`src/rtl/seg7_glyph_decoder_pkg.sv`:
```
// Shared seven-segment glyph table: active-low patterns and 3-bit codes.
// Used by the glyph decoder and the matching encoder.
package seg7_glyph_decoder_pkg;

    localparam logic [6:0] SEG_0     = 7'h40;
    localparam logic [6:0] SEG_1     = 7'h79;
    localparam logic [6:0] SEG_2     = 7'h24;
    localparam logic [6:0] SEG_3     = 7'h30;
    localparam logic [6:0] SEG_E     = 7'h06;
    localparam logic [6:0] SEG_H     = 7'h09;
    localparam logic [6:0] SEG_L     = 7'h47;
    localparam logic [6:0] SEG_BLANK = 7'h7F;

    localparam logic [2:0] CODE_0     = 3'd0;
    localparam logic [2:0] CODE_1     = 3'd1;
    localparam logic [2:0] CODE_2     = 3'd2;
    localparam logic [2:0] CODE_3     = 3'd3;
    localparam logic [2:0] CODE_E     = 3'd4;
    localparam logic [2:0] CODE_H     = 3'd5;
    localparam logic [2:0] CODE_L     = 3'd6;
    localparam logic [2:0] CODE_BLANK = 3'd7;

    typedef struct packed {
        logic       hit;
        logic [2:0] code;
    } glyph_t;

    // Exact match only; anything else is reported as a miss.
    function automatic glyph_t seg7_decode(input logic [6:0] seg);
        glyph_t g;
        g.hit  = 1'b1;
        g.code = CODE_BLANK;
        case (seg)
            SEG_0:     g.code = CODE_0;
            SEG_1:     g.code = CODE_1;
            SEG_2:     g.code = CODE_2;
            SEG_3:     g.code = CODE_3;
            SEG_E:     g.code = CODE_E;
            SEG_H:     g.code = CODE_H;
            SEG_L:     g.code = CODE_L;
            SEG_BLANK: g.code = CODE_BLANK;
            default:   g.hit  = 1'b0;
        endcase
        return g;
    endfunction

endpackage

```
`src/rtl/seg7_glyph_decoder_sync_fifo.sv`:
```
// Single-clock FIFO with occupancy, full and empty flags.
// Read data reflects the registered head entry; EMPTY_VAL when empty.
module sync_fifo #(
    parameter int              WIDTH     = 3,
    parameter int              DEPTH     = 4,
    parameter logic [WIDTH-1:0] EMPTY_VAL = '0
) (
    input  logic                     clk,
    input  logic                     rst_n,
    input  logic                     push_i,
    input  logic [WIDTH-1:0]         wdata_i,
    input  logic                     pop_i,
    output logic [WIDTH-1:0]         rdata_o,
    output logic [$clog2(DEPTH):0]   level_o,
    output logic                     full_o,
    output logic                     empty_o
);

    localparam int AW = $clog2(DEPTH);
    localparam logic [AW:0] FULL_LVL = DEPTH[AW:0];

    logic [WIDTH-1:0] mem_q [DEPTH];
    logic [AW-1:0]    wptr_q, wptr_d;
    logic [AW-1:0]    rptr_q, rptr_d;
    logic [AW:0]      level_q, level_d;
    logic             do_push;
    logic             do_pop;

    assign full_o  = (level_q == FULL_LVL);
    assign empty_o = (level_q == '0);
    assign level_o = level_q;
    assign rdata_o = empty_o ? EMPTY_VAL : mem_q[rptr_q];

    assign do_push = push_i && !full_o;
    assign do_pop  = pop_i && !empty_o;

    // Power-of-two depth lets the pointers wrap by plain overflow.
    always_comb begin
        wptr_d  = wptr_q;
        rptr_d  = rptr_q;
        level_d = level_q;
        if (do_push) begin
            wptr_d = wptr_q + 1'b1;
        end
        if (do_pop) begin
            rptr_d = rptr_q + 1'b1;
        end
        if (do_push && !do_pop) begin
            level_d = level_q + 1'b1;
        end else if (do_pop && !do_push) begin
            level_d = level_q - 1'b1;
        end
    end

    always_ff @(posedge clk or negedge rst_n) begin
        if (!rst_n) begin
            wptr_q  <= '0;
            rptr_q  <= '0;
            level_q <= '0;
        end else begin
            wptr_q  <= wptr_d;
            rptr_q  <= rptr_d;
            level_q <= level_d;
        end
    end

    always_ff @(posedge clk) begin
        if (do_push) begin
            mem_q[wptr_q] <= wdata_i;
        end
    end

endmodule

```
`src/rtl/seg7_glyph_decoder.sv`:
```
// Seven-segment glyph decoder: exact-match decode into an output FIFO,
// with error pulse and saturating error count for unknown patterns.
module seg7_glyph_decoder
    import seg7_glyph_decoder_pkg::*;
#(
    parameter int DEPTH = 4
) (
    input  logic                   clk,
    input  logic                   resetn,
    input  logic [6:0]             seg_in,
    input  logic                   in_valid,
    output logic                   in_ready,
    output logic [2:0]             code_out,
    output logic                   out_valid,
    input  logic                   out_ready,
    output logic                   err,
    output logic [7:0]             err_count,
    output logic [$clog2(DEPTH):0] level
);

    glyph_t     glyph;
    logic       rdy_q;
    logic       err_q, err_d;
    logic [7:0] err_cnt_q, err_cnt_d;
    logic       accept;
    logic       push;
    logic       bad;
    logic       pop;
    logic       full;
    logic       empty;

    assign glyph = seg7_decode(seg_in);

    // rdy_q keeps in_ready low through reset and the edge that ends it.
    assign in_ready  = rdy_q && !full;
    assign out_valid = !empty;

    assign accept = in_valid && in_ready;
    assign push   = accept && glyph.hit;
    assign bad    = accept && !glyph.hit;
    assign pop    = out_valid && out_ready;

    always_comb begin
        err_d     = bad;
        err_cnt_d = err_cnt_q;
        if (bad && (err_cnt_q != 8'hFF)) begin
            err_cnt_d = err_cnt_q + 8'd1;
        end
    end

    always_ff @(posedge clk or negedge resetn) begin
        if (!resetn) begin
            rdy_q     <= 1'b0;
            err_q     <= 1'b0;
            err_cnt_q <= '0;
        end else begin
            rdy_q     <= 1'b1;
            err_q     <= err_d;
            err_cnt_q <= err_cnt_d;
        end
    end

    assign err       = err_q;
    assign err_count = err_cnt_q;

    sync_fifo #(
        .WIDTH     (3),
        .DEPTH     (DEPTH),
        .EMPTY_VAL (CODE_BLANK)
    ) u_fifo (
        .clk     (clk),
        .rst_n   (resetn),
        .push_i  (push),
        .wdata_i (glyph.code),
        .pop_i   (pop),
        .rdata_o (code_out),
        .level_o (level),
        .full_o  (full),
        .empty_o (empty)
    );

endmodule

```
`config.mk`:
```
export PLATFORM = sky130hd
export DESIGN_NAME = seg7_glyph_decoder
export DESIGN_NICKNAME = d
export VERILOG_FILES = /design/src/rtl/seg7_glyph_decoder_pkg.sv /design/src/rtl/seg7_glyph_decoder_sync_fifo.sv /design/src/rtl/seg7_glyph_decoder.sv
export SDC_FILE = /design/constraint.sdc
export NUM_CORES = 1
export LEC_CHECK = 0
export CAP_MARGIN = 20
export CORE_MARGIN = 2
export CORE_UTILIZATION = 41
export CTS_BUF_LIST = sky130_fd_sc_hd__clkbuf_4 sky130_fd_sc_hd__clkbuf_8
export DETAILED_ROUTE_END_ITERATION = 8
export PLACE_DENSITY = 0.62
export SYNTH_ARGS = -nofsm -noshare
export SYNTH_HDL_FRONTEND = slang
export SYNTH_SLANG_ARGS = --single-unit
```
`constraint.sdc`:
```
create_clock -name clk -period 2.5 [get_ports clk]
set_input_delay 0.375 -clock clk [delete_from_list [all_inputs] [get_ports clk]]
set_output_delay 0.375 -clock clk [all_outputs]
set_load 0.01 [all_outputs]
```
==> results of run 1 <==
[metal layers]
metal  routed length (um)  up-vias  GRT usage
met5                    0        -          0
met4                   64        0     0.0816
met3                  146        5     0.0507
met2                 1460       26      0.249
met1                 1320      552      0.174
li1                     -      580          -
[cells in the mapped netlist (2+ instances only)]
cell type and instances:
dfrtp_1 17, edfxtp_1 12, nor2_1 9, nand2_1 8, xor2_1 8, nand3_1 7, ha_1 6, xnor2_1 6
buf_6 5, and2_1 4, inv_1 4, nor3_1 4, nor4_1 4, mux4_2 3, or2_2 3, a31oi_1 2
mux2_1 2, nand4_1 2, nor4b_1 2, o21ai_0 2
[path summary, 6_finish.rpt]
| check | start | end | slack [ps] |
|---|---|---|---|
| min reg2reg | err_count[0] | err_count[0] | 520 |
| min in group asynchronous | resetn | u_fifo.rptr_q[1] | 530 |
| min | err_count[0] | err_count[0] | 520 |
| max in group asynchronous | resetn | u_fifo.rptr_q[0] | 1480 |
| max | u_fifo.rptr_q[0] | code_out[1] | 140 |
| max reg2reg | u_fifo.level_o[0] | u_fifo.level_o[2] | 360 |
[where the power goes]
part           internal (mW)  total (mW)  switching [mW]
clock                  0.186       0.347           0.161
combinational          0.422       0.682           0.260
sequential             0.603       0.749           0.146
total                   1.21        1.78           0.566
[cell type report]
type	instances	area [um^2]
Sequential cell	29	787
Timing Repair Buffer	49	442
Clock inverter	3	12.5
Fill cell	321	1570
Clock buffer	5	68.8
Tap cell	48	60.1
Inverter	4	15.0
Multi-Input combinational cell	95	766
[state kept, by name (all words and copies together) (netlist names)]
signal	flops
u_fifo.mem_q	12
err_count	8
u_fifo.level_o	3
u_fifo.rptr_q	2
u_fifo.wptr_q	2
err	1
rdy_q	1
[kinds of logic (layout without fill, tap and decap cells)]
| kind of cell | count (synthesis) | after routing | synth area share |
|---|---|---|---|
| DFF | 29 | 29 | 0.486 |
| adders and majority gates | 7 | 7 | 0.0588 |
| xor gates and xnor gates | 14 | 14 | 0.0759 |
| and+or+nand+nor | 53 | 53 | 0.191 |
| other | 1 | 1 | 0.00232 |
| buffers and inverters | 11 | 61 | 0.0495 |
| AOI/OAI and AO/OA | 13 | 13 | 0.0642 |
| muxes | 7 | 7 | 0.0720 |
[what timing repair did]
action                                  4_1_cts  5_1_grt
hold buffers                                  0        0
pin swaps                                     2        0
resized for setup                             6        6
buffers inserted                              1        0
endpoints found under the setup margin        2        3
[per-stage QoR]
step,hold slack (ps),cells,util,cell area (um^2)
floorplan,79.4,135,-,1620
detailed placement,507,224,0.549,2040
finish,516,233,0.579,2150
CTS,519,233,0.575,2140
global route,542,233,0.579,2150
global placement,505,224,0.549,2040
==> summary.md, run 1 <==
| Metric | Value |
|---|---|
| Status | `completed` |
| Pre-CTS WS | `-386 ps` |
| Tcrit/Tclk final | `0.945` |
| TNS Setup | `0 ps` |
| Fin nets | `~200` |
| CP max stage delay | `510 ps` |
| Critical Path AT | `1990 ps` |
| Setup violators final | `0` |
| 1st-iter DRT viols | `38` |
| Die ar. | `4460 um^2` |
| Clock Path Buffers | `2` |
| Antenna diode count | `0` |
| CTS Buf Count | `5` |
| Setup CP Type | `reg2out` |
| Hold path depth | `1` |
| Final worst slack | `~140 ps` |
| Final Hold Viols | `0` |
| DRT antenna net count | `0` |
| Commonest cells after routing, fill and taps aside | `buf_4 (21), clkdlybuf4s50_1 (20), dfrtp_1 (16), edfxtp_1 (12), nor2_1 (9)` |
| Min-delay worst type | `reg2reg` |
| RSZ-0062 raised after global routing | `false` |
| Starting density of the core | `0.435` |
| Power per cell area | `827 nW/um^2` |
| Worst-margin pin slew | `712 ps` |
| Final Max Tran Viols | `0` |
| Pin count of the biggest net entering global routing | `18` |
| Vias in the first global route | `around 1,100` |
| Core Area | `around 3700 um^2` |
| Top FF cell, synth | `dfrtp_1` |
| Yosys top cell area share | `0.263` |
| Area leader, netlist | `dfrtp_1` |
| Seq/Total Area, Yosys | `0.486` |
| Relative slew slack | `0.524` |
| Clk sink count | `29` |
| Maximum VDD drop | `252 uV` |
| Yosys cell types | `45` |
| Wirelength, routed | `approximately 3000 um` |
| Total gr overflow | `0` |
| Port buffer count | `27` |
| Crit-path cells | `mux4_2 -> or2_2 -> clkdlybuf4s50_1` |
| Net count after synthesis | `153` |
| Routability Congestion | `0.822` |
| Initial antenna violation count | `0` |
| Vias | `1,163` |
| Critical path depth | `3` |
| Layout cells sized above 1 | `0.254` |
| Synthesis Warnings | `0` |
| GRT Overall Usage | `0.152` |
| Commonest non-fill, non-tap cell in the layout | `buf_4` |
| Post-synth EDFFs | `12` |
| Synthesis-to-finish area growth | `33.0%` |
| First-pass GRT wire length | `just under 5000 um` |
| Initial DRT Pass Iterations | `3` |
| Die height | `66.8 um` |
| Worst skew pair latency | `roughly 280 ps` |
| Max-cap viol count | `0` |
| Post-synthesis register bit count | `29` |
| Buf/Inv on CP | `1` |
| Delay-heaviest family, CP | `multiplexers` |
| Crit-path max FO | `5` |
| Startpoint Class | `flop` |
| Num ports | `28` |
| Mapped cell area | `1620 um^2` |
| Worst reg-to-reg path cell count | `9` |
| Tmin final | `around 2400 ps` |
| Req. time, crit path | `approximately 2100 ps` |
| Ys async rst share | `0.586` |
| LEAKAGE | `0.897 nW` |
| H-tree levels | `2` |
| Final Power | `1.78 mW` |
| Clk slew on worst S/H paths | `around 60 ps` |
| Vias per inst | `4.99` |
| Remaining routing DRC violations | `0` |
| Mapped Avg Cell Area | `about 12 um^2` |
| Synth area leaders | `dfrtp_1 (26%), edfxtp_1 (22%), ha_1 (4.6%)` |
| CTS root buf | `clkbuf_8` |
| Detail Placement HPWL | `~2400 um` |
| Row count | `22` |
| Fin Clk Skew | `between 4 and 5 ps` |
| F_max | `423 MHz` |
| CTS tree | `done` |
| Critical path's slowest cell | `mux4_2` |
| Post-DR wirelength/cell | `between 10 and 15 um` |
| Width of the die | `between 60 and 70 um` |
| Worst Setup End Kind | `output port` |
| Mapped Cells | `135` |
Note: power is estimated with default switching activity, not from simulation.
==> inputs of run 2 (changes only) <==
--- a/config.mk
+++ b/config.mk
@@ -7,10 +7,10 @@
 export LEC_CHECK = 0
 export CAP_MARGIN = 20
 export CORE_MARGIN = 2
-export CORE_UTILIZATION = 41
+export CORE_UTILIZATION = 40
 export CTS_BUF_LIST = sky130_fd_sc_hd__clkbuf_4 sky130_fd_sc_hd__clkbuf_8
 export DETAILED_ROUTE_END_ITERATION = 8
-export PLACE_DENSITY = 0.62
+export PLACE_DENSITY = 0.61
 export SYNTH_ARGS = -nofsm -noshare
 export SYNTH_HDL_FRONTEND = slang
 export SYNTH_SLANG_ARGS = --single-unit
==> run 2 against run 1 <==
Effect of this change: count of clock-buffer cells in the layout is the same; non-clock buffer count is 3 higher; global-route usage up 1.4 points; wire length is 8.6% higher; core utilization decreased by 2.4 points; register-to-register slack lost 20 ps; clock skew fell by 1.1 ps; largest cell class unchanged; highest routed layer unchanged.
==> summary.md, run 2 (synthesis results as in run 1) <==
| Metric | Value |
|---|---|
| Setup violators final | `0` |
| Worst Setup End Kind | `output port` |
| Filler cell count in the final layout | `between 300 and 400` |
| Critical Path AT | `~2000 ps` |
| Initial antenna violation count | `0` |
| Width of the die | `67.6 um` |
| Top reg by flops | `u_fifo.mem_q` |
| GRT Overall Usage | `0.166` |
| Routability Congestion | `0.777` |
| Die height | `~68 um` |
| Startpoint Class | `flop` |
| Port buffer count | `27` |
| Clk sink count | `29` |
| Vias in the first global route | `1,179` |
| Reg2reg setup slack | `approximately 340 ps` |
| Final Hold Viols | `0` |
| Clock Path Buffers | `2` |
| Setup CP Type | `reg2out` |
| Tcrit/Tclk final | `0.937` |
| GRT busiest layer | `met2` |
| CTS root buf | `clkbuf_8` |
| Clk slew on worst S/H paths | `~60 ps` |
| GRT met2 Usage | `0.262` |
| Fin nets | `205` |
| TNS Setup | `0 ps` |
| Power per cell area | `between 800 and 900 nW/um^2` |
| Synthesis-to-finish area growth | `35.3%` |
| Worst skew pair latency | `around 270 ps` |
| Vias per inst | `between 5 and 6` |
| Non-Filler Instances | `between 200 and 250` |
| Maximum VDD drop | `about 280 uV` |
| Pre-CTS WS | `-409 ps` |
| Fin Clk Skew | `between 3 and 4 ps` |
| Largest register FFs | `12` |
| Num ports | `28` |
| Core Area | `3940 um^2` |
| LEAKAGE | `between 0.9 and 1 nW` |
| Vias | `1,229` |
| Starting density of the core | `0.410` |
| Cts hold-fix bufs | `0` |
| Final Power | `around 1.8 mW` |
| Detail Placement HPWL | `around 2500 um` |
| GRT met1 Usage | `0.210` |
| Final Max Tran Viols | `0` |
| Min-delay worst type | `reg2reg` |
| Tmin final | `2340 ps` |
| F_max | `roughly 430 MHz` |
| Wirelength, routed | `3250 um` |
| CTS Buf Count | `5` |
| RSZ-0062 raised after global routing | `false` |
| Pin count of the biggest net entering global routing | `18` |
| Worst-margin pin slew | `about 810 ps` |
| Status | `completed` |
| Antenna diode count | `0` |
| GR met3 Demand/Resource | `0.0417` |
| Initial DRT Pass Iterations | `4` |
| CTS tree | `done` |
| Max-cap viol count | `0` |
| Relative slew slack | `0.459` |
| Req. time, crit path | `about 2100 ps` |
| Remaining routing DRC violations | `0` |
| H-tree levels | `2` |
| First-pass GRT wire length | `~5600 um` |
| Die ar. | `around 4600 um^2` |
| Cells after DPL | `around 230` |
| Total gr overflow | `0` |
| Crit-path max FO | `5` |
| DRT antenna net count | `0` |
| Row count | `23` |
| Commonest non-fill, non-tap cell in the layout | `buf_4` |
| Final worst slack | `approximately 160 ps` |
| Layout cells sized above 1 | `0.287` |
| Post-DR wirelength/cell | `between 10 and 15 um` |
| Commonest cells after routing, fill and taps aside | `buf_4 (24), clkdlybuf4s50_1 (20), dfrtp_1 (16), edfxtp_1 (12), nor2_1 (9)` |
| 1st-iter DRT viols | `31` |
==> run 2: changes by cell type in the layout (fill, tap and decap cells not counted), sizes merged <==
cell          delta
buf              +3
dlygate4sd2      +2
dlymetal6s2s     -2
==> run 2: metrics by stage <==
stage | instance area, um^2 | utilization | hold slack (ps)
after floorplan | 1620 | - | 79.4
after global placement | 2060 | 0.522 | 502
after detailed placement | 2060 | 0.522 | 510
after CTS | 2150 | 0.544 | 519
after global routing | 2190 | 0.555 | 532
final | 2190 | 0.555 | 508
==> run 2: final timing paths <==
path                                          end  depth (start not counted)         startpoint
worst max-delay path                  code_out[2]                          3   u_fifo.rptr_q[0]
worst min-delay path                 err_count[0]                          1       err_count[0]
worst max register to register  u_fifo.level_o[2]                          9  u_fifo.level_o[1]
worst min register to register       err_count[0]                          1       err_count[0]
max in group asynchronous        u_fifo.rptr_q[0]                          1             resetn
min in group asynchronous        u_fifo.wptr_q[0]                          1             resetn
==> run 2: power breakdown <==
part | leakage, nW | internal (mW) | switching (mW) | total, mW
combinational | 0.547 | 0.434 | 0.272 | 0.706
clock | 0.0430 | 0.187 | 0.166 | 0.353
sequential | 0.312 | 0.603 | 0.145 | 0.749
==> run 2: what timing repair did <==
| action | CTS | global route |
|---|---|---|
| gates resized for setup | 9 | 7 |
| pin swaps | 2 | 2 |
| setup endpoints to repair | 2 | 5 |
| buffers inserted | 0 | 2 |
==> run 2: critical path, cell delays in order, from the launching register on <==
cell,delay [ps]
dfrtp_2,440
mux4_2,500
or2_2,280
clkdlybuf4s50_1,480
==> run 2: routing by layer <==
metal  routed length (um)  share of wire
met4                   85          0.026
met3                  142          0.044
met1                 1450           0.45
met5                    0              0
met2                 1570           0.48
==> run 2: layout make-up <==
| class | instances | area, um^2 | share of cell area |
|---|---|---|---|
| sequential | 29 | 787 | 0.360 |
| multi-input combinational | 95 | 785 | 0.359 |
| timing repair buffer | 52 | 457 | 0.209 |
| clock buffer | 5 | 68.8 | 0.0315 |
| tap | 50 | 62.6 | 0.0286 |
| inverter | 4 | 15.0 | 0.00686 |
| clock inverter | 3 | 12.5 | 0.00572 |
==> inputs of run 3 (changes only) <==
==> constraint.sdc (replaced) <==
create_clock -name clk -period 2.5 [get_ports clk]
set_input_delay 0.375 -clock clk [delete_from_list [all_inputs] [get_ports clk]]
set_output_delay 0.375 -clock clk [all_outputs]
set_load 0.02 [all_outputs]
==> results of run 3 <==
Same layout as run 2 (identical final DEF). Status: completed.
Among the figures that moved: number of gates resized after CTS 9 -> 10; setup slack after layout 158 ps -> 98.1 ps; total power 1.81 mW -> 1.89 mW; worst IR drop on VDD 275 uV -> 298 uV
==> RTL edit 1: new RTL, settings of run 3 <==
`DEPTH` is set to 4 in 2 places; all go to 2.
--- a/src/rtl/seg7_glyph_decoder_sync_fifo.sv
+++ b/src/rtl/seg7_glyph_decoder_sync_fifo.sv
@@ -2,7 +2,7 @@
 // Read data reflects the registered head entry; EMPTY_VAL when empty.
 module sync_fifo #(
     parameter int              WIDTH     = 3,
-    parameter int              DEPTH     = 4,
+    parameter int              DEPTH     = 2,
     parameter logic [WIDTH-1:0] EMPTY_VAL = '0
 ) (
     input  logic                     clk,
--- a/src/rtl/seg7_glyph_decoder.sv
+++ b/src/rtl/seg7_glyph_decoder.sv
@@ -3,7 +3,7 @@
 module seg7_glyph_decoder
     import seg7_glyph_decoder_pkg::*;
 #(
-    parameter int DEPTH = 4
+    parameter int DEPTH = 2
 ) (
     input  logic                   clk,
     input  logic                   resetn,
Ports: changed (resized level); port bits go from 28 to 27. No check against the original RTL was run, so the function may have changed too.
==> RTL edit 1 against run 3 <==
  * Final area decreased by 31%
  * Routed wire length down 34%
  * First-iteration DRC count fell by 58%
  * Sequential cell count shrank 9
  * Area after synthesis shrank 30%
  * Global-route usage fell by 2.0 points
  * Worst setup slack better by 250 ps
  * Power is 35% lower
  * Final cell count shrank 27%
==> RTL edit 1: results (changes against run 3) <==
[route]
drt_iter0_markers=13  ; -58%
wl_per_cell_um=12.3  ; -9.5%
vias=885  ; -28%
finalWirelength_um=2150  ; -34%

[timing]
worst_slew_pin_slew_ps=671  ; -139 ps
finClkSkew_ps=3.01  ; -0.143 ps
drv_slew=0  ; unchanged

[global_routing]
grt.total_usage=0.146  ; -0.0197
antenna_found_initial=0  ; unchanged
grt_max_degree=15  ; -3
grt_pass1_vias=922  ; -22%
grt_pass1_wl_um=3810  ; -31%

[clock_tree]
cts_setup_buffers=0  ; unchanged
cts_buffers=3  ; -2
cts_max_level=1  ; -1
cts_resized=0  ; -10
clk-insertion-delay-late_ps=300  ; +30 ps
clock-root-buffer=clkbuf_4
clk_pin_slew_ps=100  ; +40 ps

[synthesis]
synth_xor_area_frac=0.101  ; +0.0254
syn_nets=120  ; -22%
synthDistinctLibCells=38  ; -16%
yosys_warnings=0  ; unchanged
netlist_top_cells_count=dfrtp_1 (14), xnor2_1 (10), nand2_1 (9)
synthMuxAreaShare=0.0456  ; -0.0264
synth_compound_area_frac=0.100  ; +0.0359
yosys-top-cells-area=dfrtp_1 (31%), edfxtp_1 (16%), xnor2_1 (7.8%)
synth_fa_ha_area_frac=0.0222  ; -0.0366
syn_avg_cell_area_um2=10.5  ; -12%
ys_async_sr_fraction=0.700  ; +0.114
synth-edff-count=6  ; -6
ys_seq_area_frac=0.472  ; -0.0144

[pwr]
intPower_uw=785  ; -36%
max-vdd-ir-drop_v=0.000804  ; +170%
pg_comb_uw=568  ; -28%
pwr-share-clk=0.134  ; -0.052
leakage_uw=0.000621  ; -31%

[cells_and_area]
drive_above_1_share=0.161  ; -0.126
nets=157  ; -23%
largest_reg_flops=8  ; -4

[setup_path]
rr_worst_depth=4  ; -5
crit_fanout=4  ; -1
reg2reg_setup_slack_ps=820  ; +480 ps
worstPathArrival_ps=2350  ; +320 ps

[placement]
numPortBuffers=26  ; -3.7%
dp_cells=170  ; -25%
gp_congestion=0.758  ; -2.5%
dpl_cell_area_um2=1480  ; -28%
hpwl_um=1660  ; -33%

[status]
status=complete, no violations

[worst_hold_path]
hp-class=in2async

## RTL edit 1: cell count changes after synthesis, sizes merged, moves of 3 or more
cell / delta
and2: -3
mux2i: +4
nand4: +4
xor2: -5
xnor2: +4
ha: -4
dfrtp: -3
edfxtp: -6
mux4: -3
mux2: -3
o21ai: -3
## RTL edit 1: metal layers
layer,part of all wire,track usage
met4,0.0093,0.0299
met2,0.48,0.256
met3,0.042,0.0431
met1,0.46,0.180
met5,0,0
## RTL edit 1: stage by stage
| stage | setup WS [ps] | hold WS (ps) | total power [uW] | utilization |
|---|---|---|---|---|
| after floorplan | 357 | 79.4 | 833 | - |
| after global placement | 51.0 | 476 | 1080 | 0.546 |
| after detailed placement | 25.9 | 478 | 1090 | 0.546 |
| after CTS | 335 | 490 | 1260 | 0.557 |
| after global routing | 240 | 522 | 1330 | 0.557 |
| final | 345 | 476 | 1240 | 0.557 |
## RTL edit 1: final timing paths
kind | start | to
min in group clk | u_fifo.wptr_q | u_fifo.wptr_q
worst min register to register | u_fifo.wptr_q | u_fifo.wptr_q
max in group asynchronous | resetn | u_fifo.rptr_q
worst max-delay path | seg_in[0] | u_fifo.level_o[1]
worst max register to register | u_fifo.level_o[0] | err_count[1]
worst min-delay path | resetn | rdy_q
## RTL edit 1: worst max-delay path, cell delays in order
cell and delay, ps:
clkdlybuf4s50_1 420, or4b_4 550, nor3_2 200, a31oi_2 80
a31oi_4 210, ha_1 180, xor2_1 150, nor2_1 70
xnor2_1 110
## RTL edit 1: area by class of cell
type / count / area (um^2)
sequential: 20 / 531
clock buffer: 4 / 30.0
inverter: 5 / 18.8
multi-input combinational: 77 / 548
tap: 31 / 38.8
timing repair buffer: 37 / 343
fill: 241 / 1200
==> RTL edit 2: new RTL, config.mk and constraints of run 3 <==
Without the edit above. Put a register stage on the output `level`, without a reset. The value now appears one clock later. The other outputs are not delayed to match.
--- a/src/rtl/seg7_glyph_decoder.sv
+++ b/src/rtl/seg7_glyph_decoder.sv
@@ -17,6 +17,8 @@
     output logic [7:0]             err_count,
     output logic [$clog2(DEPTH):0] level
 );
+
+    logic [$clog2(DEPTH):0] level_c;
 
     glyph_t     glyph;
     logic       rdy_q;
@@ -74,10 +76,14 @@
         .wdata_i (glyph.code),
         .pop_i   (pop),
         .rdata_o (code_out),
-        .level_o (level),
+        .level_o (level_c),
         .full_o  (full),
         .empty_o (empty)
     );
 
+    always_ff @(posedge clk) begin
+        level <= level_c;
+    end
+
 endmodule
 
Check against the original RTL: not equivalent (a bounded check fails within 4 cycles, from zero or initial values and one cycle with resetn low).
==> RTL edit 2 against run 3 <==
  * Worst setup slack worse by 25 ps
  * Count of clock-buffer cells in the layout increased by 2
  * Clock skew about the same
  * Power up 5.3%
  * Largest power group is now sequential cells
  * Sequential power grew 9.9%
  * Core utilization is 1.4 points higher
  * Area after synthesis up 4.4%
  * Routed wire length is 3.9% higher
  * Sequential cell count is 3 higher
  * Critical endpoint unchanged
  * Final area grew 4.7%
  * Hold slack got worse by 30 ps
==> RTL edit 2: results (changes against run 3) <==
[pwr]
max-vdd-ir-drop_v=0.000280  ; -6.0%
leakage_uw=0.000982  ; +8.8%

[synthesis]
synthMuxAreaShare=0.0756  ; +0.00363
synth_xor_area_frac=0.0623  ; -0.0136
ys_async_sr_fraction=0.531  ; -0.0550
netlist_top_cells_count=dfrtp_1 (17), edfxtp_1 (12), nand2_1 (9)
synth_flop_cell=dfrtp_1
ys_seq_area_frac=0.501  ; +0.0150
synth_compound_area_frac=0.0682  ; +0.00396
synthDistinctLibCells=44  ; -2.2%
syn_nets=160  ; +4.6%
yosys-top-cells-area=dfrtp_1 (25%), edfxtp_1 (21%), ha_1 (4.4%)
synth_fa_ha_area_frac=0.0563  ; -0.00249

[global_routing]
grt_pass1_wl_um=5620  ; +1.2%
grt.total_usage=0.166  ; +0.000361

[placement]
hpwl_um=2510  ; +0.82%
dp_cells=237  ; +3.9%
place_ws_ps=-360  ; +49.0 ps
dpl_cell_area_um2=2170  ; +5.7%

[setup_path]
worstPathArrival_ps=2050  ; +20 ps

[timing]
slew_headroom=0.439  ; -0.0199

[route]
drt_iter0_markers=39  ; +26%
vias=1233  ; +0.33%
finalWirelength_um=3370  ; +3.9%

[status]
status=complete, no violations

[cells_and_area]
fill_cells=358  ; +5.9%

RTL edit 2: through the flow:
step,util,setup TNS (ps)
6_report,0.568,0
4_1_cts,0.561,0
2_1_floorplan,-,0
3_5_place_dp,0.539,-1400
5_1_grt,0.568,0
3_3_place_gp,0.539,-1080
RTL edit 2: what timing repair did:
| action | 4_1_cts | 5_1_grt |
|---|---|---|
| pin swaps | 0 | 5 |
| buffers inserted | 0 | 1 |
| resized for setup | 4 | 9 |
| endpoints found under the setup margin | 5 | 2 |
RTL edit 2: critical path: cells and delay by family, from the launching register on:
kind | cells | cell delay, ps
and+or+nand+nor | 1 | 280
buffers and inverters | 1 | 540
muxes | 1 | 510
DFF | 1 | 440
RTL edit 2: worst min-delay path by stage:
stage	start	end	slack, ps	cells after the start
6_report	u_fifo.level_o[2]	level[2]	480	0
5_1_grt	u_fifo.level_o[2]	level[2]	500	0
2_1_floorplan	resetn	err	80	0
3_3_place_gp	u_fifo.level_o[2]	level[2]	450	0
4_1_cts	u_fifo.level_o[2]	level[2]	470	0
3_5_place_dp	u_fifo.level_o[2]	level[2]	460	0
RTL edit 2: area by class of cell:
cell class	count	area (um^2)	share of cell area
sequential	32	847	0.370
multi-input combinational	97	785	0.343
timing repair buffer	52	482	0.210
clock buffer	7	83.8	0.0366
tap	50	62.6	0.0273
inverter	7	26.3	0.0115
clock inverter	1	3.75	0.00164
RTL edit 2: kinds of logic (layout without fill, tap and decap cells):
family,after synthesis,in the layout
AO/OA/AOI/OAI,15,15
XOR/XNOR,12,12
adder cells (fa/ha/maj),7,7
buffers and inverters,13,67
flip-flops,32,32
multiplexers,8,8
other,1,1
AND/OR/NAND/NOR,54,54
RTL edit 2: power by group:
group	internal, uW	switching, uW	leakage (uW)
Combinational	424	352	0.000603
Sequential	675	148	0.000333
Clock	215	179	0.0000467
Total	1310	679	0.000982
RTL edit 2: layer usage:
metal / up-vias / global-route usage / part of all wire
li1: 606 / - / -
met3: 7 / 0.0536 / 0.046
met4: 0 / 0.0882 / 0.020
met1: 586 / 0.209 / 0.45
met2: 34 / 0.255 / 0.48
met5: - / 0 / 0
